`src/rtl/core_alu_pkg.sv`:
```
// Shared types and constants for the core ALU arbiter slice.
// Opcode encoding matches the core ALU's alu_op_i.
package core_alu_pkg;

  localparam int DATA_W      = 16;
  localparam int ALU_LATENCY = 1;

  typedef enum logic [2:0] {
    ALU_ADD    = 3'd0,
    ALU_SUB    = 3'd1,
    ALU_AND    = 3'd2,
    ALU_XOR    = 3'd3,
    ALU_SHL    = 3'd4,
    ALU_SHR    = 3'd5,
    ALU_PASS_A = 3'd6,
    ALU_PASS_B = 3'd7
  } alu_op_e;

endpackage

```
`src/rtl/core_alu_rsp_fifo.sv`:
```
// Two-entry response FIFO of {data, tag} for one requester.
// The head entry lives in a flop, so head outputs are registered.
module core_alu_rsp_fifo
  import core_alu_pkg::*;
#(
  parameter int TAG_W = 4
) (
  input  logic              clk_i,
  input  logic              rst_ni,
  input  logic              push_i,
  input  logic [DATA_W-1:0] push_data_i,
  input  logic [TAG_W-1:0]  push_tag_i,
  input  logic              pop_i,
  output logic [1:0]        count_o,
  output logic              valid_o,
  output logic [DATA_W-1:0] head_data_o,
  output logic [TAG_W-1:0]  head_tag_o
);

  localparam int W = DATA_W + TAG_W;

  logic [W-1:0] e0_q, e0_d;
  logic [W-1:0] e1_q, e1_d;
  logic [W-1:0] din;
  logic [1:0]   cnt_q, cnt_d;
  logic         pop_ok;

  assign din    = {push_data_i, push_tag_i};
  assign pop_ok = pop_i && (cnt_q != 2'd0);

  // Next-state: e0 is always the head; pop shifts e1 down.
  always_comb begin
    e0_d  = e0_q;
    e1_d  = e1_q;
    cnt_d = cnt_q;
    case ({push_i, pop_ok})
      2'b10: begin
        if (cnt_q == 2'd0) e0_d = din;
        else               e1_d = din;
        cnt_d = cnt_q + 2'd1;
      end
      2'b01: begin
        e0_d  = e1_q;
        cnt_d = cnt_q - 2'd1;
      end
      2'b11: begin
        if (cnt_q == 2'd2) begin
          e0_d = e1_q;
          e1_d = din;
        end else begin
          e0_d = din;
        end
      end
      default: ;
    endcase
  end

  // Storage and occupancy registers.
  always_ff @(posedge clk_i or negedge rst_ni) begin
    if (!rst_ni) begin
      e0_q  <= '0;
      e1_q  <= '0;
      cnt_q <= '0;
    end else begin
      e0_q  <= e0_d;
      e1_q  <= e1_d;
      cnt_q <= cnt_d;
    end
  end

  assign count_o     = cnt_q;
  assign valid_o     = (cnt_q != 2'd0);
  assign head_data_o = e0_q[W-1:TAG_W];
  assign head_tag_o  = e0_q[TAG_W-1:0];

  a_no_overflow: assert property (
    @(posedge clk_i) disable iff (!rst_ni)
    !(push_i && !pop_ok && (cnt_q == 2'd2)));

endmodule

```
`src/rtl/core_alu_arb.sv`:
```
// Round-robin arbiter sharing the registered-input core ALU.
// Tracks one in-flight op and routes results to per-requester FIFOs.
module core_alu_arb
  import core_alu_pkg::*;
#(
  parameter int NUM_REQ = 2,
  parameter int TAG_W   = 4
) (
  input  logic                      clk_i,
  input  logic                      rst_ni,
  input  logic [NUM_REQ-1:0]        req_valid_i,
  output logic [NUM_REQ-1:0]        req_ready_o,
  input  logic [NUM_REQ*3-1:0]      req_op_i,
  input  logic [NUM_REQ*DATA_W-1:0] req_a_i,
  input  logic [NUM_REQ*DATA_W-1:0] req_b_i,
  input  logic [NUM_REQ*TAG_W-1:0]  req_tag_i,
  output logic [NUM_REQ-1:0]        rsp_valid_o,
  input  logic [NUM_REQ-1:0]        rsp_ready_i,
  output logic [NUM_REQ*DATA_W-1:0] rsp_data_o,
  output logic [NUM_REQ*TAG_W-1:0]  rsp_tag_o,
  output logic [2:0]                alu_op_o,
  output logic [DATA_W-1:0]         alu_a_o,
  output logic [DATA_W-1:0]         alu_b_o,
  input  logic [DATA_W-1:0]         alu_c_i,
  output logic                      busy_o
);

  localparam int PTR_W = $clog2(NUM_REQ);

  typedef logic [PTR_W-1:0] idx_t;
  typedef logic [PTR_W:0]   scan_t;

  idx_t             ptr_q, ptr_d;
  logic             fl_v_q;
  idx_t             fl_own_q;
  logic [TAG_W-1:0] fl_tag_q;
  logic             busy_q, busy_d;

  logic [NUM_REQ-1:0] pop, push, elig, gnt;
  logic [1:0]         cnt   [NUM_REQ];
  logic [2:0]         outst [NUM_REQ];
  logic               any_gnt;
  idx_t               gnt_idx;
  logic [TAG_W-1:0]   gnt_tag;

  for (genvar i = 0; i < NUM_REQ; i++) begin : g_req
    assign pop[i]   = rsp_valid_o[i] & rsp_ready_i[i];
    assign push[i]  = fl_v_q && (fl_own_q == idx_t'(i));
    assign outst[i] = {1'b0, cnt[i]} + {2'b0, push[i]};
    assign elig[i]  = req_valid_i[i] &&
                      ((outst[i] - {2'b0, pop[i]}) < 3'd2);

    core_alu_rsp_fifo #(
      .TAG_W(TAG_W)
    ) u_fifo (
      .clk_i      (clk_i),
      .rst_ni     (rst_ni),
      .push_i     (push[i]),
      .push_data_i(alu_c_i),
      .push_tag_i (fl_tag_q),
      .pop_i      (pop[i]),
      .count_o    (cnt[i]),
      .valid_o    (rsp_valid_o[i]),
      .head_data_o(rsp_data_o[i*DATA_W +: DATA_W]),
      .head_tag_o (rsp_tag_o[i*TAG_W +: TAG_W])
    );

    a_outst_max: assert property (
      @(posedge clk_i) disable iff (!rst_ni)
      outst[i] <= 3'd2);
  end

  // First eligible requester at or after the pointer, wrapping.
  always_comb begin : p_grant
    scan_t scan;
    scan    = '0;
    gnt     = '0;
    gnt_idx = '0;
    any_gnt = 1'b0;
    for (int k = 0; k < NUM_REQ; k++) begin
      scan = {1'b0, ptr_q} + scan_t'(k);
      if (scan >= scan_t'(NUM_REQ))
        scan = scan - scan_t'(NUM_REQ);
      if (!any_gnt && elig[scan[PTR_W-1:0]]) begin
        any_gnt = 1'b1;
        gnt_idx = scan[PTR_W-1:0];
      end
    end
    gnt[gnt_idx] = any_gnt;
  end

  assign req_ready_o = gnt;

  // Steer the granted fields to the ALU; idle drives ADD 0+0.
  always_comb begin
    alu_op_o = '0;
    alu_a_o  = '0;
    alu_b_o  = '0;
    gnt_tag  = '0;
    for (int i = 0; i < NUM_REQ; i++) begin
      if (gnt[i]) begin
        alu_op_o = req_op_i[i*3 +: 3];
        alu_a_o  = req_a_i[i*DATA_W +: DATA_W];
        alu_b_o  = req_b_i[i*DATA_W +: DATA_W];
        gnt_tag  = req_tag_i[i*TAG_W +: TAG_W];
      end
    end
  end

  // Pointer moves past the winner; holds when idle.
  always_comb begin
    ptr_d = ptr_q;
    if (any_gnt) begin
      if (gnt_idx == idx_t'(NUM_REQ-1)) ptr_d = '0;
      else                              ptr_d = gnt_idx + idx_t'(1);
    end
  end

  // Busy reflects next-cycle state so it can be a flop.
  always_comb begin
    busy_d = any_gnt | fl_v_q;
    for (int i = 0; i < NUM_REQ; i++) begin
      if ((cnt[i] == 2'd2) || ((cnt[i] == 2'd1) && !pop[i]))
        busy_d = 1'b1;
    end
  end

  // Pointer, in-flight stage and busy registers.
  always_ff @(posedge clk_i or negedge rst_ni) begin
    if (!rst_ni) begin
      ptr_q    <= '0;
      fl_v_q   <= 1'b0;
      fl_own_q <= '0;
      fl_tag_q <= '0;
      busy_q   <= 1'b0;
    end else begin
      ptr_q    <= ptr_d;
      fl_v_q   <= any_gnt;
      fl_own_q <= gnt_idx;
      fl_tag_q <= gnt_tag;
      busy_q   <= busy_d;
    end
  end

  assign busy_o = busy_q;

  a_onehot: assert property (
    @(posedge clk_i) disable iff (!rst_ni)
    $onehot0(req_ready_o));

  a_rdy_vld: assert property (
    @(posedge clk_i) disable iff (!rst_ni)
    (req_ready_o & ~req_valid_i) == '0);

endmodule

```
`config.mk`:
```
export PLATFORM = sky130hd
export DESIGN_NAME = core_alu_arb
export DESIGN_NICKNAME = d
export VERILOG_FILES = /design/src/rtl/core_alu_pkg.sv /design/src/rtl/core_alu_rsp_fifo.sv /design/src/rtl/core_alu_arb.sv
export SDC_FILE = /design/constraint.sdc
export NUM_CORES = 1
export LEC_CHECK = 0
export CAP_MARGIN = 20
export CORE_MARGIN = 2
export CORE_UTILIZATION = 49
export CTS_BUF_LIST = sky130_fd_sc_hd__clkbuf_4
export DETAILED_ROUTE_END_ITERATION = 6
export HOLD_SLACK_MARGIN = 0.02
export PLACE_DENSITY_LB_ADDON = 0.25
export RECOVER_POWER = 100
export SLEW_MARGIN = 5
export SYNTH_ARGS = -nofsm -noshare
export SYNTH_HDL_FRONTEND = slang
export SYNTH_SLANG_ARGS = --single-unit
```
`constraint.sdc`:
```
create_clock -name clk_i -period 7.7 [get_ports clk_i]
set_input_delay 1.54 -clock clk_i [delete_from_list [all_inputs] [get_ports clk_i]]
set_output_delay 1.54 -clock clk_i [all_outputs]
set_load 0.02 [all_outputs]
```
==> results.cfg, run 1 <==
[clock_network]
cts_made_buffers = 9
cts_tree = done
cts_resized = 0
post_cts_buffers = 0
cts_sinks = 92
clock_latency_ns = 0.45
cts_hold_buf = 0
cts.clk_slew.worst_paths_ns = 0.13
htree_num_levels = 3
cts_root_buf = clkbuf_4
clock_path_buffers = 2

[synth]
synth_cell_types = 33
syn_avg_cell_area_sq_um = 10.6
synth_top_area_share_pct = 48.9
yosys.area.top_type = dfrtp_1
synth_edf_count = 0
synthFlopType = dfrtp_1
synth_nets = 559
seq_area_frac_synth_pct = 48.9
yosys-top-cells-area = dfrtp_1, mux2_2, a22o_1, a31oi_1, o21ai_0
ys_ff_latch = 92
syn-cell-area_sq_um = 4700
synthCells = 443
synthArstFlopShare_pct = 100
yosys-top-cells-count = dfrtp_1, o21ai_0, nor3_1
ys_warn_count = 0
synth.most_common_cell = dfrtp_1

[final_layout]
drive_gt1_share_pct = 11.4
post-route-util_pct = 71.8
instances_no_fill = 735
fillers = 690
nets = 717
area_delta_synth_final_pct = 41.7

[global_route]
busiest_layer = met2
gr-usage-met3_pct = 5.13
met1_usage_pct = 33.5
first_global_vias = 4318
grt_max_degree = 59
antenna_found_initial = 1
grt_pass1_wl_um = 21400
gr-usage-all-layers_pct = 26.6
grt_remaining_overflow = 0
grtUsageMet2_pct = 45.0

[critical_path]
r2r_slack_ns = 3.57
crit_path_start_kind = input pin
r2r_start = g_req[1].u_fifo.count_o[1]
r2r_cells = 10
critPathKind = in2out
crit_slowest_cell = o311a_2
crit_path_max_fanout = 40
cp_cell_sequence = dlygate4sd3_1 -> nand2b_1 -> buf_4 -> inv_1 -> ha_1 -> nand2b_1 -> fa_1 -> xnor2_1 -> o311a_2 -> a22o_1 -> dlygate4sd3_1
reg2reg_to = g_req[1].u_fifo.e0_q[16]
end_kind = output pin
cp.arrival_ns = 5.38
required_ns = 6.16
critPathMaxStageDelay_ns = 0.74

[place]
pre_cts_ws_ns = 0.971
hpwl_um = 9750
dp_cells = 719
place_congestion = 0.821
port_buffers = 179

[floorplan]
ios = 180
rows = 35
dieArea_sq_um = 10400
fp.coreArea_sq_um = 9280
start_util_pct = 50.7
chipWidth_um = 102
die_y_um = 102

[drt]
routed_wl_um = 13800
wl_per_cell_um = 18.8
first_iter_violations = 243
vias = 4312
drc = 0
first_pass_iters = 4
antenna_left = 0
via_per_inst = 5.87

[flow_run]
max-cap-violations = 4

[timing]
finalCritPeriodShare_pct = 89.9
fmax_ghz = 0.144
slew_headroom_pct = -99.3
finalMaxSlewViolations = 179
holdWs_ns = 0.521
report.final.setup_viol = 0
finalCriticalPeriod_ns = 6.92
finClkSkew_ns = 0.0157
rsz0062_at_grt = false
setup_tns_ns = 0
hold_viol_final = 0
layout_setup_ws_ns = 0.779
worst_pin_slew_ns = 2.99

[min_path]
min_path_cells = 1
hold_end = g_req[0].u_fifo.e1_q[7]
hold_path.class = reg2reg
min-delay-start = g_req[0].u_fifo.e1_q[7]

[power_and_ir_drop]
intPower_mw = 1.62
comb_power_share_pct = 59.7
p_leak_nw = 2.80
pwr-share-clk_pct = 10.4
ir_worst_vdd_v = 0.000243
power.density_nw_per_um2 = 431
p_switching_mw = 1.25
sw_frac_of_total_pct = 43.6
pwr-share-seq_pct = 29.9

[outcome]
status = finished with violations
failed_checks = max-capacitance violations, max-slew violations
## placed cells by master (no fill, tap or decap), types with 13 or more instances in the layout
cell type / synthesis / final
dlygate4sd3_1: 0 / 82
inv_1: 13 / 13
o21ai_0: 44 / 42
clkdlybuf4s50_1: 0 / 96
ha_1: 14 / 14
dfrtp_1: 92 / 92
nor3_1: 41 / 41
mux2_2: 40 / 40
nand3_1: 40 / 40
a22o_1: 33 / 33
a31oi_1: 40 / 40
## flip-flops by register name (all words and copies together), names as in the netlist
signal and flops:
ptr_q 1, fl_own_q 1, g_req.u_fifo.e1_q 40, g_req.u_fifo.count_o 4, busy_o 1, fl_tag_q 4
fl_v_q 1, g_req.u_fifo.e0_q 40
## power groups by stage
stage	combinational [mW]	clock, mW	sequential, mW
after floorplan	1.00	0	0.972
after global placement	1.78	0	0.864
after detailed placement	1.81	0	0.876
after CTS	1.82	0.300	0.865
after global routing	1.85	0.315	0.888
final	1.72	0.298	0.860
## metal layers
metal,wire length [um],up-vias
li1,-,1963
met2,7030,217
met3,1140,21
met1,5340,2111
met4,287,0
met5,0,-
## critical path: cells and delay by family
family	cells	cell delay [ns]
AOI/OAI and AO/OA	2	0.98
xor gates and xnor gates	1	0.39
adders and majority gates	2	0.65
buffers and inverters	4	1.58
and+or+nand+nor	2	0.23
## cell families (layout without fill, tap and decap cells)
logic type / count (synthesis) / count (layout) / share of synthesized area, %
AO/OA/AOI/OAI: 132 / 132 / 19.4
AND/OR/NAND/NOR: 102 / 102 / 11.0
flip-flops: 92 / 92 / 48.9
buffers and inverters: 55 / 217 / 5.40
multiplexers: 40 / 40 / 9.58
adder cells (fa/ha/maj): 16 / 16 / 4.58
XOR/XNOR: 6 / 6 / 1.12
other: 0 / 1 / 0
## per-stage QoR
step	total power [mW]	area, sq um
after floorplan	1.97	4700
after global placement	2.64	6520
after detailed placement	2.69	6520
after CTS	2.99	6680
after global routing	3.05	6660
final	2.87	6660
## area by class of cell
type | instances | area (sq um) | area share, %
timing repair buffer | 189 | 1850 | 27.7
tap | 129 | 161 | 2.42
clock inverter | 6 | 88.8 | 1.33
multi-input combinational | 296 | 2150 | 32.2
clock buffer | 9 | 67.6 | 1.01
sequential | 92 | 2300 | 34.5
inverter | 13 | 48.8 | 0.732
antenna | 1 | 2.50 | 0.0376
## worst max path at each step
stage                         from          end  depth (start not counted)
finish              rsp_ready_i[0]   alu_b_o[6]                         11
global route        rsp_ready_i[0]  alu_b_o[13]                         11
CTS                 rsp_ready_i[0]  alu_b_o[13]                         11
detailed placement  rsp_ready_i[0]  alu_b_o[13]                         11
global placement    rsp_ready_i[0]  alu_b_o[13]                         11
floorplan           rsp_ready_i[0]  alu_a_o[10]                         10
No activity file was read; power rests on OpenSTA's default activity.
==> run 2: changes to the inputs <==
Settings changed: CORE_UTILIZATION 49 to 41.
Clock period 7.7 ns to 6.3 ns, I/O delays scaled along.
==> results.cfg, run 2 (synthesis results as in run 1) <==
[outcome]
status = finished with violations
failed_checks = max-capacitance violations, max-slew violations

[floorplan]
die_y_um = 111
rows = 39
fp.coreArea_sq_um = 11300
dieArea_sq_um = 12300
start_util_pct = 41.5
ios = 180
chipWidth_um = 111

[clock_network]
clock_path_buffers = 2
cts_made_buffers = 9
post_cts_buffers = 0
clock_latency_ns = 0.45
cts_sinks = 92
htree_num_levels = 3
cts_hold_buf = 0
cts.clk_slew.worst_paths_ns = 0.13
cts_root_buf = clkbuf_4
cts_tree = done
cts_resized = 0

[critical_path]
required_ns = 5.04
end_kind = output pin
cp.arrival_ns = 4.75
crit_path_max_fanout = 37
crit_path_start_kind = input pin
critPathKind = in2out

[timing]
setup_tns_ns = 0
worst_pin_slew_ns = 2.77
hold_viol_final = 0
rsz0062_at_grt = false
report.final.setup_viol = 0
finClkSkew_ns = 0.0108
finalMaxSlewViolations = 180
finalCriticalPeriod_ns = 6.01
finalCritPeriodShare_pct = 95.3
slew_headroom_pct = -84.6
fmax_ghz = 0.166

[power_and_ir_drop]
p_total_mw = 3.50
ir_worst_vdd_v = 0.000317
pwr-share-clk_pct = 9.1
power.density_nw_per_um2 = 527
p_leak_nw = 2.73
comb_power_share_pct = 60.9
pwr-share-seq_pct = 30.0
intPower_mw = 1.99
sw_frac_of_total_pct = 43.3
p_switching_mw = 1.52

[drt]
routed_wl_um = 13800
vias = 4257
drc = 0
first_iter_violations = 251
first_pass_iters = 4
via_per_inst = 5.68
wl_per_cell_um = 18.5
antenna_left = 0

[final_layout]
drive_gt1_share_pct = 11.1
nets = 718
fillers = 1001
area_delta_synth_final_pct = 41.3
antenna_cells = 0
final_cell_mix = clkdlybuf4s50_1, dfrtp_1, dlygate4sd3_1, o21ai_0, nor3_1
reg.largest.list = g_req.u_fifo.e0_q x40, g_req.u_fifo.e1_q x40
layout_commonest_cell = clkdlybuf4s50_1

[place]
hpwl_um = 9810
port_buffers = 179
place_congestion = 0.805

[global_route]
grt_max_degree = 54
gr-usage-all-layers_pct = 22.8
antenna_found_initial = 0
grt_pass1_wl_um = 22500
first_global_vias = 4288
grt_remaining_overflow = 0

[flow_run]
max-cap-violations = 4

[min_path]
hold_path.class = reg2reg
## run 2: cell type report
| type | instances | area, sq um | share of cell area, % |
|---|---|---|---|
| clock inverters | 3 | 38.8 | 0.584 |
| inverters | 13 | 48.8 | 0.734 |
| flip-flops and latches | 92 | 2300 | 34.6 |
| clock buffers | 12 | 90.1 | 1.36 |
| repair buffers | 190 | 1840 | 27.7 |
| well taps | 143 | 179 | 2.69 |
| multi-input cells | 296 | 2150 | 32.3 |
## run 2: metrics by stage
| step | setup WS (ns) | cell area [sq um] | util (%) | cells | hold slack, ns |
|---|---|---|---|---|---|
| floorplan | 1.45 | 4700 | - | 443 | 0.479 |
| global placement | 0.500 | 6550 | 57.8 | 734 | 0.487 |
| detailed placement | 0.431 | 6550 | 57.8 | 734 | 0.492 |
| CTS | 0.413 | 6680 | 59.0 | 749 | 0.523 |
| global route | 0.116 | 6650 | 58.7 | 749 | 0.530 |
| finish | 0.294 | 6650 | 58.7 | 749 | 0.522 |
## run 2: per-layer routing
metal  vias up  wire (um)  GRT usage [%]
li1       1965          -              -
met1      2096       5240           26.7
met2       179       7290           41.6
met3        17       1060           4.65
met4         0        242           7.57
met5         -          0              0
## run 2: final timing paths
path | from | to | slack (ns) | cells after the start
max | rsp_ready_i[0] | alu_a_o[9] | 0.29 | 10
min | g_req[0].u_fifo.e1_q[15] | g_req[0].u_fifo.e1_q[15] | 0.52 | 1
max reg2reg | g_req[0].u_fifo.count_o[1] | g_req[0].u_fifo.e1_q[17] | 1.08 | 11
min reg2reg | g_req[0].u_fifo.e1_q[15] | g_req[0].u_fifo.e1_q[15] | 0.52 | 1
max in group asynchronous | rst_ni | fl_tag_q[3] | 1.42 | 2
min in group asynchronous | rst_ni | g_req[1].u_fifo.e0_q[12] | 1.42 | 1
## run 2: power groups by stage
stage / clock [mW] / sequential, mW / combinational [mW]
after global placement: 0 / 1.06 / 2.20
after detailed placement: 0 / 1.08 / 2.23
after global routing: 0.345 / 1.09 / 2.30
after CTS: 0.324 / 1.06 / 2.25
final: 0.317 / 1.05 / 2.13
after floorplan: 0 / 1.19 / 1.23
## run 2: critical path, cell delays in order
cell	delay [ns]
dlygate4sd3_1	0.53
nand2b_1	0.10
inv_1	0.05
ha_1	0.25
nand2b_1	0.15
fa_1	0.38
xnor2_1	0.39
o311a_2	0.71
a22o_2	0.24
dlygate4sd3_1	0.68
==> run 3: changes to the inputs <==
Settings changed: ABC_CLOCK_PERIOD_IN_PS set to 6300.
==> results of run 3 <==
Same layout as run 2: the final DEF is identical, and so are final timing and power.
